===== config.mk =====
export PLATFORM = sky130hd
export DESIGN_NAME = uart_tx_arbiter
export DESIGN_NICKNAME = d
export VERILOG_FILES = /design/src/rtl/uart_pkg.sv /design/src/rtl/rr_arbiter.sv /design/src/rtl/uart_tx_arbiter.sv
export SDC_FILE = /design/constraint.sdc
export NUM_CORES = 1
export LEC_CHECK = 0
export ABC_AREA = 1
export CAP_MARGIN = 20
export CORE_ASPECT_RATIO = 1.4
export CORE_UTILIZATION = 36
export DETAILED_ROUTE_END_ITERATION = 10
export GPL_TIMING_DRIVEN = 0
export HOLD_SLACK_MARGIN = 0.15
export PLACE_DENSITY = 0.75
export REMOVE_ABC_BUFFERS = 1
export SYNTH_ARGS = -nofsm -noshare
export SYNTH_HDL_FRONTEND = slang
export SYNTH_HIERARCHICAL = 1
export SYNTH_SLANG_ARGS = --single-unit

===== constraint.sdc =====
create_clock -name clk -period 2.5 [get_ports clk]
set_input_delay 0.25 -clock clk [delete_from_list [all_inputs] [get_ports clk]]
set_output_delay 0.25 -clock clk [all_outputs]
set_load 0.1 [all_outputs]

===== src/rtl/uart_pkg.sv =====
// Shared types and constants for the UART transmit arbiter.
package uart_pkg;
  typedef enum logic [1:0] {S_IDLE, S_HDR, S_DATA} arb_state_t;
  typedef logic [7:0] byte_t;
  localparam byte_t HDR_TAG = 8'hA0;
endpackage


===== src/rtl/rr_arbiter.sv =====
// Combinational round-robin picker: the first set request at or above ptr, with wrap-around.
module rr_arbiter #(
  parameter int N_REQ = 4,
  parameter int IDX_W = $clog2(N_REQ)
) (
  input  logic [N_REQ-1:0] req,
  input  logic [IDX_W-1:0] ptr,
  output logic             any,
  output logic [IDX_W-1:0] idx
);

  logic [IDX_W:0] slot;

  // Walk from the farthest offset down so that the nearest hit is the one kept.
  always_comb begin
    any  = 1'b0;
    idx  = '0;
    slot = '0;
    for (int i = N_REQ - 1; i >= 0; i--) begin
      slot = {1'b0, ptr} + (IDX_W+1)'(i);
      if (slot >= (IDX_W+1)'(N_REQ)) slot = slot - (IDX_W+1)'(N_REQ);
      if (req[slot[IDX_W-1:0]]) begin
        any = 1'b1;
        idx = slot[IDX_W-1:0];
      end
    end
  end

endmodule


===== src/rtl/uart_tx_arbiter.sv =====
// Shares one byte-level UART transmitter among N_REQ requesters, one packet or burst per grant.
//   state  | meaning
//   S_IDLE | no grant; pick the next requester round-robin from rr_ptr
//   S_HDR  | present header byte HDR_TAG | grant_idx until accepted
//   S_DATA | forward granted requester's bytes until last or burst limit
module uart_tx_arbiter
  import uart_pkg::*;
#(
  parameter int N_REQ     = 4,
  parameter int MAX_BURST = 16,
  parameter bit HDR_EN    = 1'b1,
  localparam int IDX_W    = $clog2(N_REQ)
) (
  input  logic                 clk,
  input  logic                 reset,
  input  logic [N_REQ-1:0]     req_valid,
  input  logic [8*N_REQ-1:0]   req_data,
  input  logic [N_REQ-1:0]     req_last,
  output logic [N_REQ-1:0]     req_ready,
  output logic                 tx_valid,
  output logic [7:0]           tx_data,
  input  logic                 tx_ready,
  output logic                 grant_active,
  output logic [IDX_W-1:0]     grant_idx
);

  localparam int CNT_W = $clog2(MAX_BURST + 1);
  localparam logic [CNT_W-1:0] LAST_CNT = CNT_W'(MAX_BURST - 1);

  arb_state_t       state, state_nxt;
  logic [IDX_W-1:0] rr_ptr, rr_ptr_nxt, grant_nxt;
  logic [CNT_W-1:0] burst_cnt, burst_nxt;
  logic             arb_any;
  logic [IDX_W-1:0] arb_idx;
  logic             xfer;

  rr_arbiter #(.N_REQ(N_REQ), .IDX_W(IDX_W)) u_rr (
    .req (req_valid),
    .ptr (rr_ptr),
    .any (arb_any),
    .idx (arb_idx)
  );

  always_ff @(posedge clk) begin
    if (reset) begin
      state     <= S_IDLE;
      rr_ptr    <= '0;
      grant_idx <= '0;
      burst_cnt <= '0;
    end else begin
      state     <= state_nxt;
      rr_ptr    <= rr_ptr_nxt;
      grant_idx <= grant_nxt;
      burst_cnt <= burst_nxt;
    end
  end

  always_comb begin
    state_nxt  = state;
    rr_ptr_nxt = rr_ptr;
    grant_nxt  = grant_idx;
    burst_nxt  = burst_cnt;
    tx_valid   = 1'b0;
    tx_data    = '0;
    req_ready  = '0;
    xfer       = 1'b0;
    unique case (state)
      S_IDLE: begin
        if (arb_any) begin
          grant_nxt = arb_idx;
          burst_nxt = '0;
          state_nxt = HDR_EN ? S_HDR : S_DATA;
        end
      end
      S_HDR: begin
        tx_valid = 1'b1;
        tx_data  = HDR_TAG | byte_t'(grant_idx);
        if (tx_ready) state_nxt = S_DATA;
      end
      S_DATA: begin
        tx_valid             = req_valid[grant_idx];
        tx_data              = req_data[{grant_idx, 3'b000} +: 8];
        req_ready[grant_idx] = tx_ready;
        xfer                 = tx_valid && tx_ready;
        if (xfer) begin
          burst_nxt = burst_cnt + 1'b1;
          // Burst limit releases the grant even mid-packet; the rest waits for a new turn.
          if (req_last[grant_idx] || burst_cnt == LAST_CNT) begin
            state_nxt  = S_IDLE;
            rr_ptr_nxt = (grant_idx == IDX_W'(N_REQ - 1)) ? '0 : grant_idx + 1'b1;
          end
        end
      end
      default: state_nxt = S_IDLE;
    endcase
  end

  assign grant_active = (state != S_IDLE);

endmodule


# Word level (Yosys, flattened, before mapping)
# Cells that the tools add are included.
dict set report totals {
  reg_bits 11
  in_bits 43
  out_inout_bits 16
  elab_cells 81
}
dict set report classes {
  addsub 9
  magnitude_cmp 10
  n_eq_ne 8
  shift 1
  n_mux 38
  bitwise 1
  reduce_logical 10
}
# op count
set op_table {}
lappend op_table {{$shiftx 32x6->8} 1}
lappend op_table {{$mux 2} 13}
lappend op_table {{$pmux 8 s2} 1}
lappend op_table {{$lt 2x3->1 const B} 5}
lappend op_table {{$bmux 1 s2} 6}
lappend op_table {{$mux 1} 11}
lappend op_table {{$mux 5} 2}
lappend op_table {{$pmux 5 s2} 1}
lappend op_table {{$ge 3x3->1 const B} 3}
lappend op_table {{$ne 2x2->1 const B} 4}
lappend op_table {{$sub 2x1->2 const B} 4}
lappend op_table {{$add 2x2->3 const B} 2}
lappend op_table {{$pmux 2 s3} 1}
lappend op_table {{$reduce_and 3->1} 2}
lappend op_table {{$add 5x1->5 const B} 1}
lappend op_table {{$eq 5x4->1 const B} 1}
lappend op_table {{$and 4x4->4} 1}
lappend op_table {{$eq 2x2->1 const B} 2}
lappend op_table {{$mux 4} 1}
lappend op_table {{$reduce_and 4->1} 1}
lappend op_table {{$reduce_bool 2->1} 2}
lappend op_table {{$add 2x1->3 const B} 1}
lappend op_table {{$ge 2x3->1 const B} 1}
lappend op_table {{$add 2x1->2 const B} 1}
lappend op_table {{8 further kinds} 9}

# Depth between registers and ports, before layout
# Gate-level depths: netlist (run 1).
dict set report depth {
  depth_word 11
  mapped_depth 11
  depth_no_buf 11
}

# Modules after synthesis
# Netlist (run 1), hierarchy kept.
# mod instances cells_per_inst area_each_um2 seq_area_each_um2
set modules_own_cells {}
lappend modules_own_cells {uart_tx_arbiter 1 186 1148.6 220.2}
lappend modules_own_cells {rr_arbiter 1 46 212.7 0.0}

# Least setup slack after synthesis (run 1)
# Ideal clock, no wire load.
dict set report synth_path {
  path_kind {flip-flop to output port}
  start {reg grant_idx[0]}
  end {out tx_valid}
  t_arrival_ns 3.492
  required_time_ns 2.250
  path_slack_ns -1.242
  stages_incl_launch_ff 5
  path_buffers 0
  path_cell_list {dfxtp_1 nand2_1 nand3_1 nand2_1 o21ai_0}
}
dict set report synth_via {
  elab_chain_cells 3
}
# item line_no
set synth_lines {}
lappend synth_lines {{start: declaration} uart_tx_arbiter.sv:24} ;# output logic [IDX_W-1:0] grant_idx
lappend synth_lines {{start signal: assignment} uart_tx_arbiter.sv:53} ;# grant_idx <= grant_nxt;
lappend synth_lines {{$bmux 1 s2} uart_tx_arbiter.sv:81} ;# tx_valid = req_valid[grant_idx];
lappend synth_lines {{$mux 1 (implied by the code)} uart_tx_arbiter.sv:81}
lappend synth_lines {{$pmux 1 s2} uart_tx_arbiter.sv:67} ;# unique case (state)
lappend synth_lines {{end: declaration} uart_tx_arbiter.sv:20} ;# output logic tx_valid,
# Every way passes these cells. The select of a mux whose other input is x is not followed.

# Worst setup path in the final report (run 1)
dict set report layout_path {
  start {reg grant_idx[0]}
  end {out tx_data[1]}
}
dict set report layout_via {
  elab_chain_cells 2
}
# item line_no
set layout_lines {}
lappend layout_lines {{$shiftx 32x6->8} uart_tx_arbiter.sv:82} ;# tx_data = req_data[{grant_idx, 3'b000} +: 8];
lappend layout_lines {{$pmux 8 s2} uart_tx_arbiter.sv:67}
lappend layout_lines {{end: declaration} uart_tx_arbiter.sv:21} ;# output logic [7:0] tx_data,
# Every way passes these cells.

==> out/metrics.cfg, run 1 <==
[timing]
drv_slew = 0
max_freq_ghz = 0.441
maxSlewHeadroom = 0.352
period_needed_ns = 2.27
rsz0062_at_grt = no
max_slew.worst_pin.slew_ns = 0.969
finClkSkew_ns = 0.00114
hold_viol_final = 0
fin_crit_sh = 0.908
finalSetupViolCount = 0
fin_ws_ns = 0.231

[pwr]
p_seq_frac = 0.176
clock_power_share = 0.095
p_comb_frac = 0.729
p_sw_frac = 0.613
p_leak_nw = 0.881
switching_power_mw = 1.17
peakVddDrop_mv = 0.723
p_per_area_nw_per_um2 = 959
p_int_mw = 0.742

[global_route]
grt_pass1_wl_mm = 5.78
grt_util_all_layers = 0.189
top_usage_layer = met2
grt_util_met2 = 0.372
overflow = 0
grtUsageMet1 = 0.197
antenna_found_initial = 0
grt_pass1_vias = 1394
grt_util_met3 = 0.0162
grt_start_max_net_pins = 26

[cts]
htreeDepth = 1
post_cts_buffers = 0
clk_path_buf_depth = 2
cts_buffers = 3
root_buffer = clkbuf_8
clkLatencyLatePin_ns = 0.24
cts_sinks = 11
cts_tree = built
clk_pin_slew_ns = 0.05

[die]
rows = 26
die_height_um = 74.8
io_pins = 59
core_area_um2 = 3640
dieWidth_um = 54.0
dieArea_um2 = 4030
start_util = 0.374

[synth]
synth_seq_cells = 11
synthCells = 232
ys_seq_area_frac = 0.162
async_flop_share = 0
yosysWarnings = 6
synth_edf_count = 0
syn-cell-area_um2 = 1360
syn_area_per_cell_um2 = 5.87
synth_flop_cell = dfxtp_1
synth_cell_types = 28

[finish]
final_common_cell = nand2_1
drive_gt1_frac = 0.150
final_nets = 341
stdcell_count = 328
mostFrequentLayoutCells = nand2_1, clkdlybuf4s50_1, nor2_1, inv_1, o21ai_0
nFillCells = 373
antenna_cells = 0
area_growth_pct = 46.8

[placed_design]
dp_slack_ns = -0.502
dp_hpwl_mm = 2.98
io_buffer_count = 58
placed_cells_incl_taps = 324
place_congestion = 0.877

[worst_setup_path]
critPathCaptureType = output port
critPathMaxFanout = 25
critical_path_arrival_ns = 2.02
timing_worst_setup_path_type = register to output port
cp.required_ns = 2.25
start_kind = register

[drt]
dr.pass1.iters = 5
drtAntennaViolNets = 0
routed_wl_mm = 3.83
vias_per_cell = 4.98
vias = 1635
drc = 0
dr.first_iter.drc_count = 21
wl_per_cell_um = 11.7

[run_status]
status = finished, final reports clean

[min_path]
min_path_type = register to register

[job]
cap_violations = 0

-- critical path, stage by stage (launching register included) --
cell,delay (ns)
dfxtp_4,0.43
inv_2,0.32
o21ai_0,0.14
o22ai_1,0.12
nand2_1,0.07
a21oi_1,0.13
clkdlybuf4s15_2,0.57
-- final timing paths --
| path | from | to | slack (ns) | depth (start not counted) |
|---|---|---|---|---|
| worst max-delay path | grant_idx[0] | tx_data[1] | 0.23 | 6 |
| worst min-delay path | burst_cnt[4] | burst_cnt[4] | 0.47 | 2 |
| worst max register to register | rr_ptr[0] | burst_cnt[0] | 0.53 | 10 |
| worst min register to register | burst_cnt[4] | burst_cnt[4] | 0.47 | 2 |
-- registers in the layout, summed over array words and instances (netlist names) --
register and flops:
rr_ptr 2, burst_cnt 5, grant_idx 2, state 2
-- Yosys cell counts, types with 3 or more instances --
library cell,instances,area (um^2)
nand2_1,48,180
nor2_1,38,143
inv_1,26,97.6
o21ai_0,20,100
nand3_1,16,80.1
a21oi_1,15,75.1
dfxtp_1,11,220
ha_1,11,138
nand2_2,7,43.8
o22ai_1,5,31.3
inv_2,4,15.0
nand4_1,4,25.0
a21oi_2,3,26.3
buf_2,3,15.0
buf_4,3,22.5
nand3_2,3,30.0
-- layer usage --
metal / routed length, um / share of wire
met5: 0 / 0
met4: 80 / 0.021
met3: 183 / 0.048
met2: 1960 / 0.51
met1: 1610 / 0.42
-- power by group through the flow --
stage	Clock [mW]	Combinational [mW]	Sequential [mW]
after floorplan	0	0.981	0.406
after global placement	0	1.40	0.337
after CTS	0.188	1.41	0.336
final	0.182	1.40	0.337
after detailed placement	0	1.41	0.336
after global routing	0.194	1.53	0.350
-- layout make-up --
cell class                 instances  area [um^2]  share of cell area
clock buffer                       4         45.0              0.0225
inverter                          31          118              0.0589
sequential                        11          225               0.113
tap                               42         52.6              0.0263
timing repair buffer              58          592               0.296
multi-input combinational        182          966               0.483
-- what timing repair did --
item	4_1_cts	5_1_grt
gates resized for setup	42	6
pin swaps	0	0
hold buffers	0	0
setup endpoints to repair	14	8
-- per-stage QoR --
step	setup TNS [ns]	total power [mW]	utilization	hold WS (ns)	instance area [um^2]
finish	0	1.92	0.548	0.470	2000
detailed placement	-5.00	1.75	0.531	0.465	1930
CTS	0	1.93	0.548	0.473	2000
floorplan	-10.21	1.39	-	0.312	1300
global route	0	2.07	0.548	0.488	2000
global placement	-5.14	1.74	0.531	0.451	1930
-- cells by family (layout without fill, tap and decap cells) --
| kind of cell | after synthesis | after routing | share of synthesized area |
|---|---|---|---|
| and+or+nand+nor | 124 | 124 | 0.416 |
| adders and majority gates | 11 | 11 | 0.101 |
| AOI/OAI and AO/OA | 47 | 47 | 0.190 |
| buffers and inverters | 39 | 93 | 0.130 |
| DFF | 11 | 11 | 0.162 |
Power figures use the tool's default switching activity.
==> inputs of run 2 (changes only) <==
==> constraint.sdc (replaced) <==
create_clock -name clk -period 2.3 [get_ports clk]
set_input_delay 0.23 -clock clk [delete_from_list [all_inputs] [get_ports clk]]
set_output_delay 0.23 -clock clk [all_outputs]
set_load 0.1 [all_outputs]
==> out/metrics.cfg, run 2 (synthesis results as in run 1) <==
[placed_design]
placed_cells_incl_taps = 324  ; unchanged
dp_hpwl_mm = 2.98  ; unchanged
io_buffer_count = 58  ; unchanged
placed_area_um2 = 1930  ; unchanged
place_congestion = 0.877  ; unchanged

[run_status]
status = finished, final reports clean

[die]
dieArea_um2 = 4030  ; unchanged
start_util = 0.374  ; unchanged
core_area_um2 = 3640  ; unchanged
rows = 26  ; unchanged
dieWidth_um = 54.0  ; unchanged
io_pins = 59  ; unchanged
die_height_um = 74.8  ; unchanged

[finish]
largest-register = burst_cnt
utilization = 0.529  ; -0.0192
stdcell_area_um2 = 1930  ; -3.5%
final_common_cell = nand2_1
nFillCells = 380  ; +1.9%
antenna_cells = 0  ; unchanged
stdcell_count = 328  ; unchanged
mostFrequentLayoutCells = nand2_1, clkdlybuf4s50_1, nor2_1, inv_1, o21ai_0
area_growth_pct = 41.6
drive_gt1_frac = 0.150  ; unchanged
final_nets = 341  ; unchanged
largest_register_ffs = 5  ; unchanged

[cts]
cts_tree = built
htreeDepth = 1  ; unchanged
post_cts_buffers = 0  ; unchanged
clk_path_buf_depth = 2  ; unchanged
clkLatencyLatePin_ns = 0.24  ; about the same
clk_pin_slew_ns = 0.05  ; about the same
cts_sinks = 11  ; unchanged
root_buffer = clkbuf_8
cts_buffers = 3  ; unchanged

[worst_setup_path]
reg2reg_slack_ns = 0.33  ; -0.20 ns
cp_num_buf_inv = 1  ; -1
slowest_stage = clkdlybuf4s50_1
r2r-end = burst_cnt[0]
critical_path_arrival_ns = 1.98  ; -0.04 ns
max_stage_delay_ns = 1.21  ; +0.64 ns
timing_worst_setup_path_type = register to output port
r2r_cells = 10  ; unchanged
cp.required_ns = 2.07  ; -0.18 ns
critPathMaxFanout = 16  ; -36%
crit_path_cell_trace = clkdlybuf4s50_1
cp_top_family = buffers and inverters
worst_r2r_startpoint = rr_ptr[0]
critPathCaptureType = output port
start_kind = register

[timing]
hold_viol_final = 0  ; unchanged
maxSlewHeadroom = 0.352  ; about the same
fin_crit_sh = 0.963
max_freq_ghz = 0.452
hold-worst-slack_ns = 0.470  ; unchanged
drv_slew = 0  ; unchanged
finClkSkew_ns = 0.00120  ; +0.0000634 ns
finalSetupViolCount = 0  ; unchanged
period_needed_ns = 2.21
max_slew.worst_pin.slew_ns = 0.969  ; +0.00000322 ns
rsz0062_at_grt = no

[drt]
wl_per_cell_um = 11.7  ; +0.39%
routed_wl_mm = 3.85  ; +0.39%
drtAntennaViolNets = 0  ; unchanged
vias = 1637  ; +0.12%
drc = 0  ; unchanged
vias_per_cell = 4.99  ; +0.12%
dr.pass1.iters = 5  ; unchanged
dr.first_iter.drc_count = 19  ; -9.5%

[global_route]
grt_pass1_wl_mm = 5.76  ; -0.24%
antenna_found_initial = 0  ; unchanged
grt_util_all_layers = 0.189  ; -0.000405
overflow = 0  ; unchanged
grt_pass1_vias = 1389  ; -0.36%
grt_start_max_net_pins = 26  ; unchanged

[min_path]
min_path_type = register to register
hp-start = burst_cnt[4]
worstHoldPathCells = 2  ; unchanged
whs_endpoint = burst_cnt[4]

[pwr]
switching_power_mw = 1.27  ; +8.6%
clock_power_share = 0.096  ; about the same
p_per_area_nw_per_um2 = 1070  ; +11%
peakVddDrop_mv = 0.706  ; -2.4%
p_int_mw = 0.782  ; +5.4%
p_comb_frac = 0.725  ; -0.004
p_sw_frac = 0.620  ; +0.00715
p_leak_nw = 0.891  ; +1.1%
p_seq_frac = 0.179  ; +0.003
power_mw = 2.06  ; +7.4%

[job]
cap_violations = 0  ; unchanged

## run 2: changes by cell type in the layout (fill, tap and decap cells not counted), sizes merged
| cell | delta |
|---|---|
| buf | +11 |
| dlygate4sd2 | +1 |
| dlymetal6s2s | -1 |
| clkdlybuf4s15 | -11 |
## run 2: area by class of cell
cell class | count | area [um^2] | area share
multi-input cells | 182 | 966 | 0.501
repair buffers | 58 | 522 | 0.271
flip-flops and latches | 11 | 225 | 0.117
inverters | 31 | 118 | 0.0610
well taps | 42 | 52.6 | 0.0273
clock buffers | 4 | 45.0 | 0.0234
## run 2: worst register-to-register path, stage by stage (launching register included)
cell and delay (ns):
dfxtp_1 0.61, inv_1 0.18, nand2_1 0.11, and2_4 0.15
a21oi_1 0.04, nand2_1 0.12, nor2_1 0.07, a21oi_2 0.25
nand2_2 0.15, o21ai_1 0.15, nor2_1 0.05
## run 2: how the worst max path moves through the flow
stage                    to  cells after the start  slack (ns)    startpoint
6_report       grant_idx[1]                      1        0.09  grant_idx[1]
3_5_place_dp     tx_data[7]                      6       -0.68  grant_idx[0]
3_3_place_gp     tx_data[1]                      6       -0.69  grant_idx[0]
4_1_cts        req_ready[1]                      5       0.008      state[0]
5_1_grt          tx_data[7]                      6        0.06  grant_idx[0]
2_1_floorplan      tx_valid                      4       -1.71  grant_idx[1]
## run 2: metrics by stage
stage / TNS [ns] / worst slack, ns
6_report: 0 / 0.0861
5_1_grt: 0 / 0.0573
4_1_cts: 0 / 0.00818
3_5_place_dp: -7.45 / -0.682
3_3_place_gp: -7.60 / -0.687
2_1_floorplan: -13.93 / -1.71
## run 2: what timing repair did
action,4_1_cts,5_1_grt
hold buffers,0,0
resized for setup,62,9
endpoints found under the setup margin,16,9
## run 2: power by group through the flow
stage          clock network, mW  registers, mW  logic, mW
6_report                   0.198          0.367       1.49
4_1_cts                    0.204          0.369       1.51
2_1_floorplan                  0          0.441       1.07
3_5_place_dp                   0          0.365       1.54
3_3_place_gp                   0          0.366       1.52
5_1_grt                    0.211          0.380       1.63
## run 2: layer usage
layer	GRT usage	routed length (um)
met4	0.0769	79
met5	0	0
met2	0.372	1960
met3	0.0182	186
met1	0.194	1620
==> inputs of run 3 (changes only) <==
--- a/config.mk
+++ b/config.mk
@@ -9,6 +9,7 @@
 export CAP_MARGIN = 20
 export CORE_ASPECT_RATIO = 1.4
 export CORE_UTILIZATION = 36
+export CTS_CLUSTER_DIAMETER = 80
 export DETAILED_ROUTE_END_ITERATION = 10
 export GPL_TIMING_DRIVEN = 0
 export HOLD_SLACK_MARGIN = 0.15
==> results of run 3 <==
Final layout, timing and power as in run 2 (identical DEF).
